## src/rtl/vend_countdown_timer_if.sv

```systemverilog
// Handshake and display bundle between the vending FSM and the countdown timer.
//   start       load request pulse (FSM -> timer)
//   load_tens   BCD tens digit of the start value
//   load_ones   BCD ones digit of the start value
//   abort       cancel a running countdown
//   ack         clear the expired indication
//   tens, ones  current BCD digits (timer -> FSM / display)
//   busy        high while counting
//   done        one-cycle expiry pulse
//   expired     expiry level, held until ack or start
interface vend_countdown_timer_if;
  logic       start;
  logic [3:0] load_tens;
  logic [3:0] load_ones;
  logic       abort;
  logic       ack;
  logic [3:0] tens;
  logic [3:0] ones;
  logic       busy;
  logic       done;
  logic       expired;

  modport master (
    output start, load_tens, load_ones, abort, ack,
    input  tens, ones, busy, done, expired
  );

  modport slave (
    input  start, load_tens, load_ones, abort, ack,
    output tens, ones, busy, done, expired
  );
endinterface

```

## src/rtl/vend_countdown_timer.sv

```systemverilog
// Two-digit BCD countdown timer for vending timeouts, stepped by an external
// enable strobe with an optional prescaler.
//   clk    system clock
//   clr_n  asynchronous active-low reset
//   tick   enable strobe; every high cycle counts once
//   bus    slave side of vend_countdown_timer_if (start/load/abort/ack in,
//          digits/busy/done/expired out, all outputs registered)
module vend_countdown_timer #(
  parameter int unsigned TICKS_PER_STEP = 1,
  parameter int unsigned PS_W           = 8
) (
  input  logic                  clk,
  input  logic                  clr_n,
  input  logic                  tick,
  vend_countdown_timer_if.slave bus
);

  localparam logic [PS_W-1:0] PS_LAST = PS_W'(TICKS_PER_STEP - 1);

  typedef enum logic [1:0] {
    IDLE,
    RUN,
    EXPIRED
  } state_t;

  state_t          state;
  logic [PS_W-1:0] ps;

  // Load digits clamped to 9 so the counter always holds valid BCD.
  logic [3:0] ld_tens_c;
  logic [3:0] ld_ones_c;
  logic       ld_zero_c;
  logic       last_step_c;

  always_comb begin
    ld_tens_c   = (bus.load_tens > 4'd9) ? 4'd9 : bus.load_tens;
    ld_ones_c   = (bus.load_ones > 4'd9) ? 4'd9 : bus.load_ones;
    ld_zero_c   = (ld_tens_c == 4'd0) && (ld_ones_c == 4'd0);
    last_step_c = (bus.tens == 4'd0) && (bus.ones == 4'd1);
  end

  // Control FSM and registered outputs.
  always_ff @(posedge clk or negedge clr_n) begin
    if (!clr_n) begin
      state       <= IDLE;
      ps          <= '0;
      bus.tens    <= 4'd0;
      bus.ones    <= 4'd0;
      bus.busy    <= 1'b0;
      bus.done    <= 1'b0;
      bus.expired <= 1'b0;
    end else begin
      bus.done <= 1'b0;
      unique case (state)
        IDLE, EXPIRED: begin
          // start outranks ack; a 00 load expires straight away.
          if (bus.start) begin
            bus.tens <= ld_tens_c;
            bus.ones <= ld_ones_c;
            ps       <= '0;
            if (ld_zero_c) begin
              state       <= EXPIRED;
              bus.done    <= 1'b1;
              bus.expired <= 1'b1;
            end else begin
              state       <= RUN;
              bus.busy    <= 1'b1;
              bus.expired <= 1'b0;
            end
          end else if ((state == EXPIRED) && bus.ack) begin
            state       <= IDLE;
            bus.expired <= 1'b0;
          end
        end

        RUN: begin
          if (bus.abort) begin
            state    <= IDLE;
            ps       <= '0;
            bus.tens <= 4'd0;
            bus.ones <= 4'd0;
            bus.busy <= 1'b0;
          end else if (tick) begin
            if (ps != PS_LAST) begin
              ps <= ps + PS_W'(1);
            end else begin
              ps <= '0;
              if (last_step_c) begin
                state       <= EXPIRED;
                bus.ones    <= 4'd0;
                bus.busy    <= 1'b0;
                bus.done    <= 1'b1;
                bus.expired <= 1'b1;
              end else if (bus.ones != 4'd0) begin
                bus.ones <= bus.ones - 4'd1;
              end else begin
                // Borrow from tens; never reached at 00.
                bus.ones <= 4'd9;
                bus.tens <= bus.tens - 4'd1;
              end
            end
          end
        end

        default: state <= IDLE;
      endcase
    end
  end

endmodule

```

## src/flat_wrapper.sv

```systemverilog
// flat-port wrapper written by rule: the top's interface ports become plain ports
module vend_countdown_timer_flat 
#(
  parameter int unsigned TICKS_PER_STEP = 1,
  parameter int unsigned PS_W           = 8
)
  (clk, clr_n, tick, bus_start, bus_load_tens, bus_load_ones, bus_abort, bus_ack, bus_tens, bus_ones, bus_busy, bus_done, bus_expired);
  vend_countdown_timer_if bus_i ();
  input  logic clk;
  input  logic clr_n;
  input  logic tick;
  input wire logic [$bits(bus_i.start)-1:0] bus_start;
  input wire logic [$bits(bus_i.load_tens)-1:0] bus_load_tens;
  input wire logic [$bits(bus_i.load_ones)-1:0] bus_load_ones;
  input wire logic [$bits(bus_i.abort)-1:0] bus_abort;
  input wire logic [$bits(bus_i.ack)-1:0] bus_ack;
  output wire logic [$bits(bus_i.tens)-1:0] bus_tens;
  output wire logic [$bits(bus_i.ones)-1:0] bus_ones;
  output wire logic [$bits(bus_i.busy)-1:0] bus_busy;
  output wire logic [$bits(bus_i.done)-1:0] bus_done;
  output wire logic [$bits(bus_i.expired)-1:0] bus_expired;
  assign bus_i.start = bus_start;
  assign bus_i.load_tens = bus_load_tens;
  assign bus_i.load_ones = bus_load_ones;
  assign bus_i.abort = bus_abort;
  assign bus_i.ack = bus_ack;
  assign bus_tens = bus_i.tens;
  assign bus_ones = bus_i.ones;
  assign bus_busy = bus_i.busy;
  assign bus_done = bus_i.done;
  assign bus_expired = bus_i.expired;
  vend_countdown_timer #(.TICKS_PER_STEP(TICKS_PER_STEP), .PS_W(PS_W)) u_core (.clk(clk), .clr_n(clr_n), .tick(tick), .bus(bus_i));
endmodule
```

## config.mk

```make
export PLATFORM = sky130hd
export DESIGN_NAME = vend_countdown_timer_flat
export DESIGN_NICKNAME = d
export VERILOG_FILES = /design/src/rtl/vend_countdown_timer_if.sv /design/src/rtl/vend_countdown_timer.sv /design/src/flat_wrapper.sv
export SDC_FILE = /design/constraint.sdc
export NUM_CORES = 1
export LEC_CHECK = 0
export ABC_AREA = 1
export ABC_CLOCK_PERIOD_IN_PS = 1450
export CORE_MARGIN = 4
export CORE_UTILIZATION = 47
export DETAILED_ROUTE_END_ITERATION = 7
export PLACE_DENSITY = 0.85
export SYNTH_ARGS = -nofsm -noshare
export SYNTH_HDL_FRONTEND = slang
export SYNTH_SLANG_ARGS = --single-unit
```

## constraint.sdc

```tcl
create_clock -name clk -period 1.45 [get_ports clk]
set_clock_uncertainty 0.05 [all_clocks]
set_input_delay 0.145 -clock clk [delete_from_list [all_inputs] [get_ports clk]]
set_output_delay 0.145 -clock clk [all_outputs]
set_load 0.01 [all_outputs]
```

==> flow_summary.ini, run 1 <==
[synth]
syn_nets = 226
ys.flop_type = dfrtp_1
synth_edf_count = 0
yosysTopAreaCellShare = 0.373
async_flop_share = 1.00
yosysSeqAreaShare = 0.373
synth_cells = 208
synth.most_common_cell = nand2_1
synth_seq_cells = 21
netlist_top_cells_area = dfrtp_1, nand2_1, nor2_1, nand3_1, inv_1
ys_top_cells_by_count = nand2_1, nor2_1, nand3_1
post-synth-top-area-cell = dfrtp_1
syn_area_um2 = 1410
synth_cell_type_count = 25
yosys_warnings = 0
avgSynthCellArea_um2 = 6.78

[floorplan]
fp.dieW_um = 62.8
dieArea_um2 = 3940
die_h_um = 62.8
fp-row-count = 19
core_area_um2 = 2810
start_util = 0.503
ioPinCount = 25

[placed_design]
place_hpwl_um = 2810
place_area_um2 = 1990
dp_worst_setup_slack_ns = -0.150
port_buffers = 24
globalplace.congestion = 0.860

[routing]
antenna_left = 0
avgViaCountPerCell = 5.26
vias = 1694
drc_errors = 0
totalWireLength_um = 4380
wire_per_inst_um = 13.6
first_pass_iters = 6
drt_iter0_drc = 205

[sta]
drv_slew = 0
setup_violations = 21
setup_ws_ns = -0.213
finalHoldViolations = 0
relSlewSlack = 0.811
finalCritPeriodShare = 1.15
tightest_slew_ns = 0.282
rsz0062_at_grt = yes
fin_crit_ns = 1.66
whs_ns = 0.120
setup_tns_ns = -2.59
fmaxAchievable_ghz = 0.601

[grt]
track_usage = 0.197
grt_max_degree = 22
grt_antenna_before_repair = 0
grt_pass1_vias = 1574
grt_overflow = 0
grt_pass1_wl_um = 6430

[cells_and_area]
multi_input_area_um2 = 871
syn2layout_area_growth_pct = 59.0
fillers = 177
drive_above_1_share = 0.313
final_area_um2 = 2240
final_nets = 310
register_area_um2 = 528
antenna_cells = 0

[cts]
cts_max_path_buffers = 2
cts.clk_slew.worst_paths_ns = 0.13
holdBufCountCts = 0
clockRootBuffer = clkbuf_4
numCtsBuffers = 3
cts_tree = built
htree_levels = 1
clkLatencyLatePin_ns = 0.30
cts.sinks = 21

[critical_path]
r2r-start = u_core.state[1]$_DFFE_PN0P_
crit_path_start_kind = flip-flop
cp_max_fo = 8
r2r_cells = 8
crit_start = u_core.state[1]$_DFFE_PN0P_
crit_arrival_ns = 1.81
crit_required_ns = 1.60
worstSetupEndpointType = flip-flop
endpoint = u_core.ps[7]$_DFFE_PN0P_
criticalPathCategory = flip-flop to flip-flop
r2r_end = u_core.ps[7]$_DFFE_PN0P_
reg2reg_setup_slack_ns = -0.21

[pwr]
cellPowerDensity_nw_per_um2 = 1600
p_leak_nw = 1.16
ir_worst_vdd_v = 0.000978

[run_status]
violations = negative setup slack
status = finished, violations left

[hold_path]
hold_class = primary input to asynchronous set/reset pin

[job]
maxCapViolations = 0
-- how the worst min path moves through the flow --
stage / startpoint / end / slack, ns
final: clr_n / u_core.bus.busy$_DFFE_PN0P_ / 0.12
after global routing: clr_n / u_core.ps[2]$_DFFE_PN0P_ / 0.14
after CTS: clr_n / u_core.bus.busy$_DFFE_PN0P_ / 0.14
after detailed placement: u_core.bus.expired$_DFFE_PN0P_ / u_core.bus.expired$_DFFE_PN0P_ / 0.41
after global placement: u_core.bus.expired$_DFFE_PN0P_ / u_core.bus.expired$_DFFE_PN0P_ / 0.41
after floorplan: clr_n / u_core.bus.busy$_DFFE_PN0P_ / -0.20
-- what timing repair did --
action,in CTS,in global routing
gates cloned,0,1
buffers inserted,8,10
setup endpoints to repair,27,22
resized for setup,16,21
pin swaps,2,10
-- layout by cell type, fill, tap and decap left out, types with 2 or more instances in the layout --
cell,n
nor3_1,3
inv_1,15
a21oi_1,2
ha_1,3
nand2_1,62
nand2_2,4
clkbuf_4,3
buf_4,53
xnor2_1,2
dfrtp_1,19
dlygate4sd2_1,7
dfrtp_2,2
buf_6,2
nand3_2,3
o21ai_1,4
clkdlybuf4s50_1,16
nand2_4,3
nor2_2,4
nor2_4,4
o21ai_0,9
nand3_1,20
inv_2,4
nor2_1,30
o21ai_2,2
-- worst max-delay path: stages, from the launching register on --
cell and delay [ns]:
dfrtp_2 0.48, inv_2 0.09, nand2_4 0.06, nor2_4 0.13, nand2_2 0.09, nand2_4 0.13, clkinvlp_4 0.23, a21oi_1 0.23
nor2_1 0.07
-- layer usage --
layer	vias up	share of wire	global-route usage
met5	-	0	0
li1	833	-	-
met1	776	0.44	0.257
met3	4	0.071	0.0360
met4	0	0.0071	0.0523
met2	81	0.48	0.334
-- logic make-up after synthesis --
| kind of cell | Yosys count | synth area share |
|---|---|---|
| AND/OR/NAND/NOR | 136 | 0.421 |
| AO/OA/AOI/OAI | 23 | 0.0932 |
| buffers and inverters | 22 | 0.0648 |
| flip-flops | 21 | 0.373 |
| adder cells (fa/ha/maj) | 4 | 0.0355 |
| XOR/XNOR | 2 | 0.0124 |
-- per-stage QoR --
step | instances | total power, mW | util
4_1_cts | 313 | 3.21 | 0.743
3_5_place_dp | 301 | 2.94 | 0.711
6_report | 322 | 3.59 | 0.799
3_3_place_gp | 301 | 2.89 | 0.711
5_1_grt | 322 | 3.91 | 0.799
2_1_floorplan | 208 | 2.03 | -
-- registers in the layout (all words and copies together) (netlist names) --
| signal | flops |
|---|---|
| u_core.bus.done | 1 |
| u_core.ps | 8 |
| u_core.bus.ones | 4 |
| u_core.bus.busy | 1 |
| u_core.bus.expired | 1 |
| u_core.bus.tens | 4 |
| u_core.state | 2 |
-- area by class of cell --
type,count,share of cell area
inverters,20,0.0352
flip-flops and latches,21,0.235
multi-input cells,165,0.388
repair buffers,81,0.312
clock buffers,4,0.0117
well taps,31,0.0173
-- power breakdown --
| part | internal (mW) | switching, mW | leakage [nW] | total [mW] |
|---|---|---|---|---|
| clock | 0.107 | 0.188 | 0.0150 | 0.295 |
| combinational | 1.13 | 1.26 | 0.873 | 2.39 |
| sequential | 0.750 | 0.151 | 0.275 | 0.902 |
| total | 1.99 | 1.60 | 1.16 | 3.59 |
(Power assumes the default switching activity.)
==> run 2: changes to the inputs <==
--- a/config.mk
+++ b/config.mk
@@ -9,6 +9,7 @@
 export ABC_CLOCK_PERIOD_IN_PS = 1450
 export CORE_MARGIN = 4
 export CORE_UTILIZATION = 47
+export CTS_CLUSTER_SIZE = 12
 export DETAILED_ROUTE_END_ITERATION = 7
 export PLACE_DENSITY = 0.85
 export SYNTH_ARGS = -nofsm -noshare
==> results of run 2 <==
Same layout as run 1: the final DEF is identical, and so are final timing and power.
==> run 3: changes to the inputs <==
--- a/config.mk
+++ b/config.mk
@@ -12,6 +12,7 @@
 export CTS_CLUSTER_SIZE = 12
 export DETAILED_ROUTE_END_ITERATION = 7
 export PLACE_DENSITY = 0.85
+export SLEW_MARGIN = 20
 export SYNTH_ARGS = -nofsm -noshare
 export SYNTH_HDL_FRONTEND = slang
 export SYNTH_SLANG_ARGS = --single-unit
==> results of run 3 <==
Same layout as run 1: the final DEF is identical, and so are final timing and power.
